## config.mk

```make
export PLATFORM = sky130hd
export DESIGN_NAME = cam_ctrl_flat
export DESIGN_NICKNAME = d
export VERILOG_FILES = /design/src/rtl/cam_ctrl_if.sv /design/src/rtl/cam_ctrl.sv /design/src/flat_wrapper.sv
export SDC_FILE = /design/constraint.sdc
export NUM_CORES = 1
export LEC_CHECK = 0
export BUFFER_PORTS_ARGS = -buffer_cell sky130_fd_sc_hd__buf_2
export CAP_MARGIN = 5
export CORE_UTILIZATION = 45
export DETAILED_ROUTE_END_ITERATION = 12
export PLACE_DENSITY_LB_ADDON = 0.05
export REMOVE_ABC_BUFFERS = 1
export SLEW_MARGIN = 20
export SYNTH_ARGS = -nofsm -noshare
export SYNTH_HDL_FRONTEND = slang
export SYNTH_SLANG_ARGS = --single-unit
```

## constraint.sdc

```tcl
create_clock -name clk -period 2 [get_ports clk]
set_clock_uncertainty 0.15 [all_clocks]
set_input_delay 0.4 -clock clk [delete_from_list [all_inputs] [get_ports clk]]
set_output_delay 0.4 -clock clk [all_outputs]
set_load 0.02 [all_outputs]
```

## src/rtl/cam_ctrl_if.sv

```systemverilog
// rtl/cam_ctrl_if.sv - upstream command/response port of the CAM host controller
interface cam_ctrl_if #(
    parameter int CAM_DW = 32,
    parameter int CAM_MW = 3,
    parameter int CAM_AW = 8
);
    logic              cmd_valid;
    logic              cmd_ready;
    logic [1:0]        cmd_op;
    logic [CAM_DW-1:0] cmd_data;
    logic [CAM_AW-1:0] cmd_addr;
    logic [CAM_MW-1:0] cmd_mask;
    logic [CAM_MW-1:0] cmd_strb;

    logic              rsp_valid;
    logic              rsp_ready;
    logic              rsp_hit;
    logic              rsp_err;
    logic [CAM_DW-1:0] rsp_data;
    logic [CAM_AW-1:0] rsp_addr;

    // master: lookup client issuing commands; slave: cam_ctrl
    modport master (
        output cmd_valid, cmd_op, cmd_data, cmd_addr, cmd_mask, cmd_strb, rsp_ready,
        input  cmd_ready, rsp_valid, rsp_hit, rsp_err, rsp_data, rsp_addr
    );

    modport slave (
        input  cmd_valid, cmd_op, cmd_data, cmd_addr, cmd_mask, cmd_strb, rsp_ready,
        output cmd_ready, rsp_valid, rsp_hit, rsp_err, rsp_data, rsp_addr
    );
endinterface

```

## src/rtl/cam_ctrl.sv

```systemverilog
// rtl/cam_ctrl.sv - CAM host controller: write/mask/search sequencing with miss timeout
// Optional lookup statistics counters enabled by defining CAM_CTRL_STATS_EN.
module cam_ctrl #(
    parameter int CAM_DW  = 32,
    parameter int CAM_MW  = 3,
    parameter int CAM_AW  = 8,
    parameter int TIMEOUT = 16
) (
    input  logic              clk,
    input  logic              rst_n,
    cam_ctrl_if.slave         host,
    output logic [CAM_DW-1:0] data_in,
    output logic [CAM_AW-1:0] addr_in,
    output logic              input_valid,
    output logic [CAM_MW-1:0] mask_in,
    output logic [CAM_MW-1:0] mask_strb,
    output logic              mask_en,
    input  logic [CAM_DW-1:0] data_out,
    input  logic [CAM_AW-1:0] addr_out,
    input  logic              hit,
    output logic              data_valid,
    output logic [15:0]       stat_hits,
    output logic [15:0]       stat_misses
);

    localparam logic [2:0] ST_IDLE   = 3'd0;
    localparam logic [2:0] ST_WRITE  = 3'd1;
    localparam logic [2:0] ST_MASK   = 3'd2;
    localparam logic [2:0] ST_SEARCH = 3'd3;
    localparam logic [2:0] ST_CAPT   = 3'd4;
    localparam logic [2:0] ST_RESP   = 3'd5;

    localparam logic [1:0] OP_WRITE  = 2'b00;
    localparam logic [1:0] OP_MASK   = 2'b01;
    localparam logic [1:0] OP_LOOKUP = 2'b10;

    localparam logic [7:0] CNT_LAST  = 8'(TIMEOUT - 1);

    logic [2:0]        state_q, state_d;
    logic [7:0]        cnt_q, cnt_d;
    logic [CAM_DW-1:0] cmd_data_q, cmd_data_d;
    logic [CAM_AW-1:0] cmd_addr_q, cmd_addr_d;

    logic              cmd_ready_q, cmd_ready_d;
    logic              rsp_valid_q, rsp_valid_d;
    logic              rsp_hit_q, rsp_hit_d;
    logic              rsp_err_q, rsp_err_d;
    logic [CAM_DW-1:0] rsp_data_q, rsp_data_d;
    logic [CAM_AW-1:0] rsp_addr_q, rsp_addr_d;

    logic [CAM_DW-1:0] data_in_q, data_in_d;
    logic [CAM_AW-1:0] addr_in_q, addr_in_d;
    logic              input_valid_q, input_valid_d;
    logic [CAM_MW-1:0] mask_in_q, mask_in_d;
    logic [CAM_MW-1:0] mask_strb_q, mask_strb_d;
    logic              mask_en_q, mask_en_d;
    logic              data_valid_q, data_valid_d;

    logic              cmd_fire;
    logic              rsp_fire;

    assign cmd_fire = (state_q == ST_IDLE) && cmd_ready_q && host.cmd_valid;
    assign rsp_fire = (state_q == ST_RESP) && rsp_valid_q && host.rsp_ready;

    // Every output is a flop; each one is loaded on the transition into the
    // state where it must be visible, so the next-state decision drives it.
    always_comb begin
        state_d       = state_q;
        cnt_d         = cnt_q;
        cmd_data_d    = cmd_data_q;
        cmd_addr_d    = cmd_addr_q;
        cmd_ready_d   = cmd_ready_q;
        rsp_valid_d   = rsp_valid_q;
        rsp_hit_d     = rsp_hit_q;
        rsp_err_d     = rsp_err_q;
        rsp_data_d    = rsp_data_q;
        rsp_addr_d    = rsp_addr_q;
        data_in_d     = data_in_q;
        addr_in_d     = addr_in_q;
        input_valid_d = 1'b0;
        mask_in_d     = mask_in_q;
        mask_strb_d   = mask_strb_q;
        mask_en_d     = mask_en_q;
        data_valid_d  = 1'b0;

        case (state_q)
            ST_IDLE: begin
                cmd_ready_d = 1'b1;
                if (cmd_fire) begin
                    cmd_ready_d = 1'b0;
                    cmd_data_d  = host.cmd_data;
                    cmd_addr_d  = host.cmd_addr;
                    rsp_hit_d   = 1'b0;
                    rsp_err_d   = 1'b0;
                    rsp_data_d  = '0;
                    rsp_addr_d  = '0;
                    case (host.cmd_op)
                        OP_WRITE: begin
                            state_d       = ST_WRITE;
                            data_in_d     = host.cmd_data;
                            addr_in_d     = host.cmd_addr;
                            input_valid_d = 1'b1;
                        end
                        OP_MASK: begin
                            state_d     = ST_MASK;
                            mask_in_d   = host.cmd_mask;
                            mask_strb_d = host.cmd_strb;
                            mask_en_d   = |host.cmd_strb;
                        end
                        OP_LOOKUP: begin
                            state_d   = ST_SEARCH;
                            data_in_d = host.cmd_data;
                            cnt_d     = '0;
                        end
                        default: begin
                            state_d     = ST_RESP;
                            rsp_err_d   = 1'b1;
                            rsp_valid_d = 1'b1;
                        end
                    endcase
                end
            end
            ST_WRITE: begin
                state_d     = ST_RESP;
                rsp_valid_d = 1'b1;
                rsp_data_d  = cmd_data_q;
                rsp_addr_d  = cmd_addr_q;
            end
            ST_MASK: begin
                state_d     = ST_RESP;
                rsp_valid_d = 1'b1;
            end
            ST_SEARCH: begin
                // A hit on the last count cycle still beats the timeout.
                if (hit) begin
                    state_d      = ST_CAPT;
                    data_valid_d = 1'b1;
                end else if (cnt_q == CNT_LAST) begin
                    state_d     = ST_RESP;
                    rsp_valid_d = 1'b1;
                end else begin
                    cnt_d = cnt_q + 8'd1;
                end
            end
            ST_CAPT: begin
                state_d     = ST_RESP;
                rsp_valid_d = 1'b1;
                rsp_hit_d   = 1'b1;
                rsp_data_d  = data_out;
                rsp_addr_d  = addr_out;
            end
            ST_RESP: begin
                if (rsp_fire) begin
                    state_d     = ST_IDLE;
                    cmd_ready_d = 1'b1;
                    rsp_valid_d = 1'b0;
                    rsp_hit_d   = 1'b0;
                    rsp_err_d   = 1'b0;
                    rsp_data_d  = '0;
                    rsp_addr_d  = '0;
                end
            end
            default: begin
                state_d     = ST_IDLE;
                rsp_valid_d = 1'b0;
            end
        endcase
    end

    always_ff @(posedge clk or negedge rst_n) begin
        if (!rst_n) begin
            state_q       <= ST_IDLE;
            cnt_q         <= '0;
            cmd_data_q    <= '0;
            cmd_addr_q    <= '0;
            cmd_ready_q   <= 1'b0;
            rsp_valid_q   <= 1'b0;
            rsp_hit_q     <= 1'b0;
            rsp_err_q     <= 1'b0;
            rsp_data_q    <= '0;
            rsp_addr_q    <= '0;
            data_in_q     <= '0;
            addr_in_q     <= '0;
            input_valid_q <= 1'b0;
            mask_in_q     <= '0;
            mask_strb_q   <= '0;
            mask_en_q     <= 1'b0;
            data_valid_q  <= 1'b0;
        end else begin
            state_q       <= state_d;
            cnt_q         <= cnt_d;
            cmd_data_q    <= cmd_data_d;
            cmd_addr_q    <= cmd_addr_d;
            cmd_ready_q   <= cmd_ready_d;
            rsp_valid_q   <= rsp_valid_d;
            rsp_hit_q     <= rsp_hit_d;
            rsp_err_q     <= rsp_err_d;
            rsp_data_q    <= rsp_data_d;
            rsp_addr_q    <= rsp_addr_d;
            data_in_q     <= data_in_d;
            addr_in_q     <= addr_in_d;
            input_valid_q <= input_valid_d;
            mask_in_q     <= mask_in_d;
            mask_strb_q   <= mask_strb_d;
            mask_en_q     <= mask_en_d;
            data_valid_q  <= data_valid_d;
        end
    end

    assign host.cmd_ready = cmd_ready_q;
    assign host.rsp_valid = rsp_valid_q;
    assign host.rsp_hit   = rsp_hit_q;
    assign host.rsp_err   = rsp_err_q;
    assign host.rsp_data  = rsp_data_q;
    assign host.rsp_addr  = rsp_addr_q;

    assign data_in     = data_in_q;
    assign addr_in     = addr_in_q;
    assign input_valid = input_valid_q;
    assign mask_in     = mask_in_q;
    assign mask_strb   = mask_strb_q;
    assign mask_en     = mask_en_q;
    assign data_valid  = data_valid_q;

`ifdef CAM_CTRL_STATS_EN
    logic        lookup_q, lookup_d;
    logic [15:0] hits_q, hits_d;
    logic [15:0] misses_q, misses_d;

    // Counted when the lookup response is handed over, not when the CAM answers.
    always_comb begin
        lookup_d = lookup_q;
        hits_d   = hits_q;
        misses_d = misses_q;
        if (cmd_fire) begin
            lookup_d = (host.cmd_op == OP_LOOKUP);
        end
        if (rsp_fire && lookup_q) begin
            if (rsp_hit_q) begin
                hits_d = (hits_q != 16'hFFFF) ? hits_q + 16'd1 : hits_q;
            end else begin
                misses_d = (misses_q != 16'hFFFF) ? misses_q + 16'd1 : misses_q;
            end
        end
    end

    always_ff @(posedge clk or negedge rst_n) begin
        if (!rst_n) begin
            lookup_q <= 1'b0;
            hits_q   <= '0;
            misses_q <= '0;
        end else begin
            lookup_q <= lookup_d;
            hits_q   <= hits_d;
            misses_q <= misses_d;
        end
    end

    assign stat_hits   = hits_q;
    assign stat_misses = misses_q;
`else
    assign stat_hits   = '0;
    assign stat_misses = '0;
`endif

endmodule
```

## src/flat_wrapper.sv

```systemverilog
// flat-port wrapper written by rule: the top's interface ports become plain ports
module cam_ctrl_flat 
#(
    parameter int CAM_DW  = 32,
    parameter int CAM_MW  = 3,
    parameter int CAM_AW  = 8,
    parameter int TIMEOUT = 16
)
  (clk, rst_n, data_in, addr_in, input_valid, mask_in, mask_strb, mask_en, data_out, addr_out, hit, data_valid, stat_hits, stat_misses, host_cmd_valid, host_cmd_op, host_cmd_data, host_cmd_addr, host_cmd_mask, host_cmd_strb, host_rsp_ready, host_cmd_ready, host_rsp_valid, host_rsp_hit, host_rsp_err, host_rsp_data, host_rsp_addr);
  cam_ctrl_if #(.CAM_DW(CAM_DW), .CAM_MW(CAM_MW), .CAM_AW(CAM_AW)) host_i ();
  input  logic clk;
  input  logic rst_n;
  output logic [CAM_DW-1:0] data_in;
  output logic [CAM_AW-1:0] addr_in;
  output logic input_valid;
  output logic [CAM_MW-1:0] mask_in;
  output logic [CAM_MW-1:0] mask_strb;
  output logic mask_en;
  input  logic [CAM_DW-1:0] data_out;
  input  logic [CAM_AW-1:0] addr_out;
  input  logic hit;
  output logic data_valid;
  output logic [15:0] stat_hits;
  output logic [15:0] stat_misses;
  input wire logic [$bits(host_i.cmd_valid)-1:0] host_cmd_valid;
  input wire logic [$bits(host_i.cmd_op)-1:0] host_cmd_op;
  input wire logic [$bits(host_i.cmd_data)-1:0] host_cmd_data;
  input wire logic [$bits(host_i.cmd_addr)-1:0] host_cmd_addr;
  input wire logic [$bits(host_i.cmd_mask)-1:0] host_cmd_mask;
  input wire logic [$bits(host_i.cmd_strb)-1:0] host_cmd_strb;
  input wire logic [$bits(host_i.rsp_ready)-1:0] host_rsp_ready;
  output wire logic [$bits(host_i.cmd_ready)-1:0] host_cmd_ready;
  output wire logic [$bits(host_i.rsp_valid)-1:0] host_rsp_valid;
  output wire logic [$bits(host_i.rsp_hit)-1:0] host_rsp_hit;
  output wire logic [$bits(host_i.rsp_err)-1:0] host_rsp_err;
  output wire logic [$bits(host_i.rsp_data)-1:0] host_rsp_data;
  output wire logic [$bits(host_i.rsp_addr)-1:0] host_rsp_addr;
  assign host_i.cmd_valid = host_cmd_valid;
  assign host_i.cmd_op = host_cmd_op;
  assign host_i.cmd_data = host_cmd_data;
  assign host_i.cmd_addr = host_cmd_addr;
  assign host_i.cmd_mask = host_cmd_mask;
  assign host_i.cmd_strb = host_cmd_strb;
  assign host_i.rsp_ready = host_rsp_ready;
  assign host_cmd_ready = host_i.cmd_ready;
  assign host_rsp_valid = host_i.rsp_valid;
  assign host_rsp_hit = host_i.rsp_hit;
  assign host_rsp_err = host_i.rsp_err;
  assign host_rsp_data = host_i.rsp_data;
  assign host_rsp_addr = host_i.rsp_addr;
  cam_ctrl #(.CAM_DW(CAM_DW), .CAM_MW(CAM_MW), .CAM_AW(CAM_AW), .TIMEOUT(TIMEOUT)) u_core (.clk(clk), .rst_n(rst_n), .host(host_i), .data_in(data_in), .addr_in(addr_in), .input_valid(input_valid), .mask_in(mask_in), .mask_strb(mask_strb), .mask_en(mask_en), .data_out(data_out), .addr_out(addr_out), .hit(hit), .data_valid(data_valid), .stat_hits(stat_hits), .stat_misses(stat_misses));
endmodule
```

After elaboration in Yosys (flattened, before gate mapping)
Cells that the tools add are included.

operators by class
  add/sub/neg operators = 1
  $mul = 0
  div/mod/pow operators = 0
  $lt $le $gt $ge = 0
  equal/unequal tests = 16
  shift operators = 0
  mux-type cells = 36
  bitwise operators = 0
  reduce and logical (&&, ||, !) cells = 25

operator list
  operator               count
  $pmux W32 S4           1
  $mux W32               2
  $mux W8                6
  $pmux W8 S4            1
  $reduce_and A3 Y1      7
  $pmux W8 S2            1
  $mux W1                15
  $mux W3                4
  $pmux W3 S4            1
  $reduce_and A5 Y1      2
  $pmux W3 S3            1
  $reduce_or A3 Y1       3
  $add A8 B1 Y8 const B  1
  $eq A8 B4 Y1 const B   1
  $ne A2 B2 Y1 const B   4
  $eq A3 B2 Y1 const B   2
  $eq A3 B3 Y1 const B   2
  $ne A2 B1 Y1 const B   3
  $logic_and A1 B1 Y1    4
  $pmux W1 S2            2
  $pmux W1 S4            1
  $reduce_and A2 Y1      2
  $reduce_bool A2 Y1     2
  $reduce_bool A4 Y1     1
  other kinds (9)        9

storage, ports and cells
  register bits after elaboration = 144
  bits in latches = 0
  RAM bits = 0
  bits in read-only memories = 0
  bits of input ports = 93
  output and inout port bits = 125
  logic and storage cells = 95
  memories = 0

Longest topological paths before layout
  depth after elaboration = 5
  depth in mapped cells = 7

Worst setup path after synthesis
OpenSTA, ideal clock, no wires.

  path type = reg2reg
  start = reg u_core.state_q[0]
  end = reg u_core.data_in_q[0], in the netlist u_core.data_in[0]
  data arrival time = 1.657 ns
  data required time = 1.723 ns
  setup slack = 0.065 ns
  cell stages (with the launch flop) = 8
  buffers on the path = 3
  clock period less this slack = 1.935 ns
  cells stage by stage = dfrtp_1 buf_2 nor3_4 and3_1 buf_4 o21a_4 buf_6 mux2_1

on the way
  cells in the longest elaborated chain, start to end = 4

RTL lines
  item                                    RTL line                        text
  from (decl)                             cam_ctrl.sv:39                  logic [2:0] state_q, state_d;
  from (signal assigned)                  cam_ctrl.sv:190                 state_q <= state_d;
  $logic_not A3 Y1 (*)                    cam_ctrl.sv:62, cam_ctrl.sv:86
  $logic_and A1 B1 Y1 (2 in series)       cam_ctrl.sv:62                  assign cmd_fire = (state_q == ST_IDLE) && cmd_ready_q && host.cmd_valid;
  $reduce_and A3 Y1 (no source line) (*)  --
  to (signal assigned)                    cam_ctrl.sv:200                 data_in_q <= data_in_d;
  to (decl)                               cam_ctrl.sv:51                  logic [CAM_DW-1:0] data_in_q, data_in_d;

Mark *: on every way between the ends. The rest lies on a longest branch, timed or not.
A chain may end at the register's enable or synchronous reset.

Worst setup path after layout
  start = reg u_core.state_q[2]
  end = reg u_core.rsp_data_q[15], in the netlist u_core.host.rsp_data[15]

on the way
  cells in the longest elaborated chain, start to end = 5
  elaborated cells on any way between the ends = 13

RTL lines
  item                                                         RTL line                                        text
  $eq A3 B3 Y1 / $logic_not A3 Y1 (equally long branches)      cam_ctrl.sv:63, cam_ctrl.sv:86, cam_ctrl.sv:62
  $logic_and A1 B1 Y1, on equally long branches (2 in series)  cam_ctrl.sv:63, cam_ctrl.sv:62
  $ne A2 B1 Y1 (no source line)                                --
  $reduce_and A3 Y1 (no source line)                           --
  to (signal assigned)                                         cam_ctrl.sv:198                                 rsp_data_q <= rsp_data_d;
  to (decl)                                                    cam_ctrl.sv:48                                  logic [CAM_DW-1:0] rsp_data_q, rsp_data_d;

Several ways; a longest one is shown, not always the timed one.

==> flow_metrics.tcl <==
set metrics [dict create \
    status "finished, final reports clean" \
    ys_seq_area_share_pct 59.0 \
    antenna_found_initial 0 \
    end_kind "flop" \
    reg2reg_from "u_core.state_q[2]" \
    crit_family "compound AO/OA/AOI/OAI gates" \
    core_area_um2 13200 \
    fin_ws_ns 0.111 \
    critPathKind "flop to flop" \
    yosys_warnings 0 \
    synth_compound_area_share_pct 10.8 \
    crit_path_max_fanout 24 \
    synth-xor-area-share_pct 0 \
    post_drt_wl_per_cell_um 17.2 \
    hold_viol 0 \
    synth_simple_gate_area_share_pct 3.99 \
    p_leak_uw 0.00421 \
    cts_tree "done" \
    dp_hpwl_um 10100 \
    dp_cells 817 \
    synth-edff-count 0 \
    initial_utilization_pct 46.1 \
    reg2reg_setup_slack_ns 0.11 \
    crit_buf_inv 2 \
    cts_setup_buffers 0 \
    grt_pass1_wl_um 23300 \
    diodes 0 \
    htreeDepth 4 \
    first_global_vias 4454 \
    path_clk_slew_ns 0.06 \
    syn-cell-area_um2 6110 \
    port_buffers 185 \
    synth_top_family_by_area "multiplexers" \
    async_reset_ff_share_pct 100 \
    maxCapViolCount 0 \
    utilization_pct 59.3 \
    grt_max_degree 53 \
    dpl-instance-area_um2 7270 \
    clockBufferDepth 2 \
    synthMuxAreaShare_pct 16.2 \
    grt_usage_pct 21.6 \
    io_pins 218 \
    peakVddDrop_mv 0.831 \
    area_delta_synth_final_pct 28.5 \
    drc 0 \
    die_area_um2 14000 \
    min_from "data_out[5]" \
    setup_viol 0 \
    final_antenna_net_count 0 \
    vias 4456 \
    whs_endpoint "u_core.host.rsp_data[5]" \
    arrival_ns 2.03 \
    netlist_instances 462 \
    pre_cts_ws_ns 0.0403 \
    hold_path.class "input pin to flop" \
    startpoint_type "flop" \
    maxSlewViolCount 0 \
    slowest_stage "dfrtp_2" \
    chipWidth_um 119 \
    cts_sinks 144 \
    die_h_um 119 \
    fin_crit_sh_pct 94.5 \
    whs_path_depth 3 \
    drt_wl_total_um 14600 \
    finalInstanceArea_um2 7850 \
    final_cell_count_no_fill 849 \
    required_ns 2.14 \
    ys_seq_elements 144 \
    worstPathCellList "and2_1, a211o_1, buf_12, a222oi_1, inv_1" \
    rsz0062_at_grt "no" \
    nets 759 \
    clkLatencyLatePin_ns 0.41 \
    yosys.area_share.adder_pct 1.02 \
    highest_layer "met4" \
    reg2reg_to "u_core.host.rsp_data[15]" \
    dr.pass1.iters 7 \
    viasPerCell 5.25 \
    wl_met3_um 1130 \
    layout-drive-gt1-share_pct 45.0 \
    power_density_nw_per_um2 1560 \
    max_freq_ghz 0.529 \
    cts_root_buffer "clkbuf_16" \
    rows 42 \
    grt_overflow 0 \
    reg2reg_depth 5 \
    cts_made_buffers 17 \
    wl_met2_um 6900 \
    drtIter0Drc 352 \
    p_total_uw 12300 \
    timing.final.crit_period_ns 1.89 \
    synth.distinct_cells 47 \
    ys.flop_type "dfrtp_1" \
    critPathMaxStageDelay_ns 0.47 \
    gp_congestion 0.831 \
    met1Wirelength_um 6340 \
    syn_area_per_cell_um2 13.2 \
]
worst reg2reg max path: cells and delay by family (launching register included):
kind	cells	cell delay (ns)
DFF	1	0.47
and+or+nand+nor	1	0.21
buffers and inverters	2	0.28
AOI/OAI and AO/OA	2	0.66
area by class of cell:
| type | instances | area, um2 |
|---|---|---|
| Tap cell | 176 | 220 |
| Inverter | 47 | 176 |
| Multi-Input combinational cell | 245 | 2090 |
| Timing Repair Buffer | 206 | 1200 |
| Clock inverter | 9 | 82.6 |
| Sequential cell | 144 | 3610 |
| Clock buffer | 22 | 484 |
| Fill cell | 1161 | 5390 |
registers in the layout (all words and copies together) (netlist names), 3 cells and up:
name                  count
u_core.cmd_data_q        32
u_core.data_in           32
u_core.host.rsp_data     32
u_core.addr_in            8
u_core.cmd_addr_q         8
u_core.cnt_q              8
u_core.host.rsp_addr      8
u_core.mask_in            3
u_core.mask_strb          3
u_core.state_q            3
how the worst max path moves through the flow:
stage	startpoint	cells past startpoint	to
CTS	u_core.state_q[2]	4	u_core.cnt_q[3]
global placement	u_core.state_q[2]	4	u_core.cnt_q[3]
floorplan	u_core.state_q[2]	3	u_core.host.rsp_addr[0]
finish	u_core.state_q[2]	5	u_core.host.rsp_data[15]
global route	u_core.cnt_q[1]	5	u_core.cnt_q[1]
detailed placement	u_core.state_q[2]	4	u_core.cnt_q[3]
power breakdown:
part           switching, uW  internal, uW  leakage [uW]
clock                   1180          1830      0.000278
sequential               663          4140       0.00183
combinational           2580          1870       0.00210
cells in the final DEF (no fill, tap or decap), types with 4 or more instances in the layout:
cell type,n
a222oi_1,40
a22o_1,4
buf_12,8
buf_2,184
buf_4,11
clkbuf_16,17
clkbuf_8,4
clkinv_2,4
conb_1,32
dfrtp_1,142
ha_1,5
inv_1,47
mux2_1,30
mux2_2,57
nand2_1,12
nand3_1,7
nor2_1,6
nor3_1,5
o211ai_1,4
o21ai_0,7
per-layer routing:
metal,up-vias,track usage [%]
li1,2012,-
met1,2248,27.3
met2,182,34.6
met3,14,7.38
met4,0,7.44
met5,-,0
Yosys cell counts (4+ instances only):
library cell  number  share of area (%)
nor3_1             5               0.41
o21ai_0            8               0.66
dfrtp_1          144                 59
mux2_2            57                 11
a22o_1             4               0.57
clkbuf_1          11               0.68
inv_1             47                2.9
buf_2              8               0.66
ha_1               5                1.0
buf_4             33                4.1
nand2_1           12               0.74
nand3_1            7               0.57
nor2_1             6               0.37
a222oi_1          40                6.6
o211ai_1           4               0.49
mux2_1            30                5.5
kinds of logic (layout without fill, tap and decap cells):
family | count (synthesis) | after routing
adder cells (fa/ha/maj) | 5 | 5
flip-flops | 144 | 144
buffers and inverters | 104 | 284
other | 1 | 32
AO/OA/AOI/OAI | 74 | 74
multiplexers | 88 | 88
AND/OR/NAND/NOR | 46 | 46
what timing repair did:
item / in CTS / in global routing
hold endpoints to repair: 53 / 0
gates resized for setup: 0 / 5
setup endpoints to repair: 0 / 11
hold buffers: 1 / 0
metrics by stage:
step                      hold slack [ns]  setup TNS (ns)
after floorplan                   -0.0456         -132.73
final                              0.0627               0
after CTS                          0.0479               0
after detailed placement            0.120               0
after global placement              0.117               0
after global routing               0.0582               0
Power figures use the tool's default switching activity.
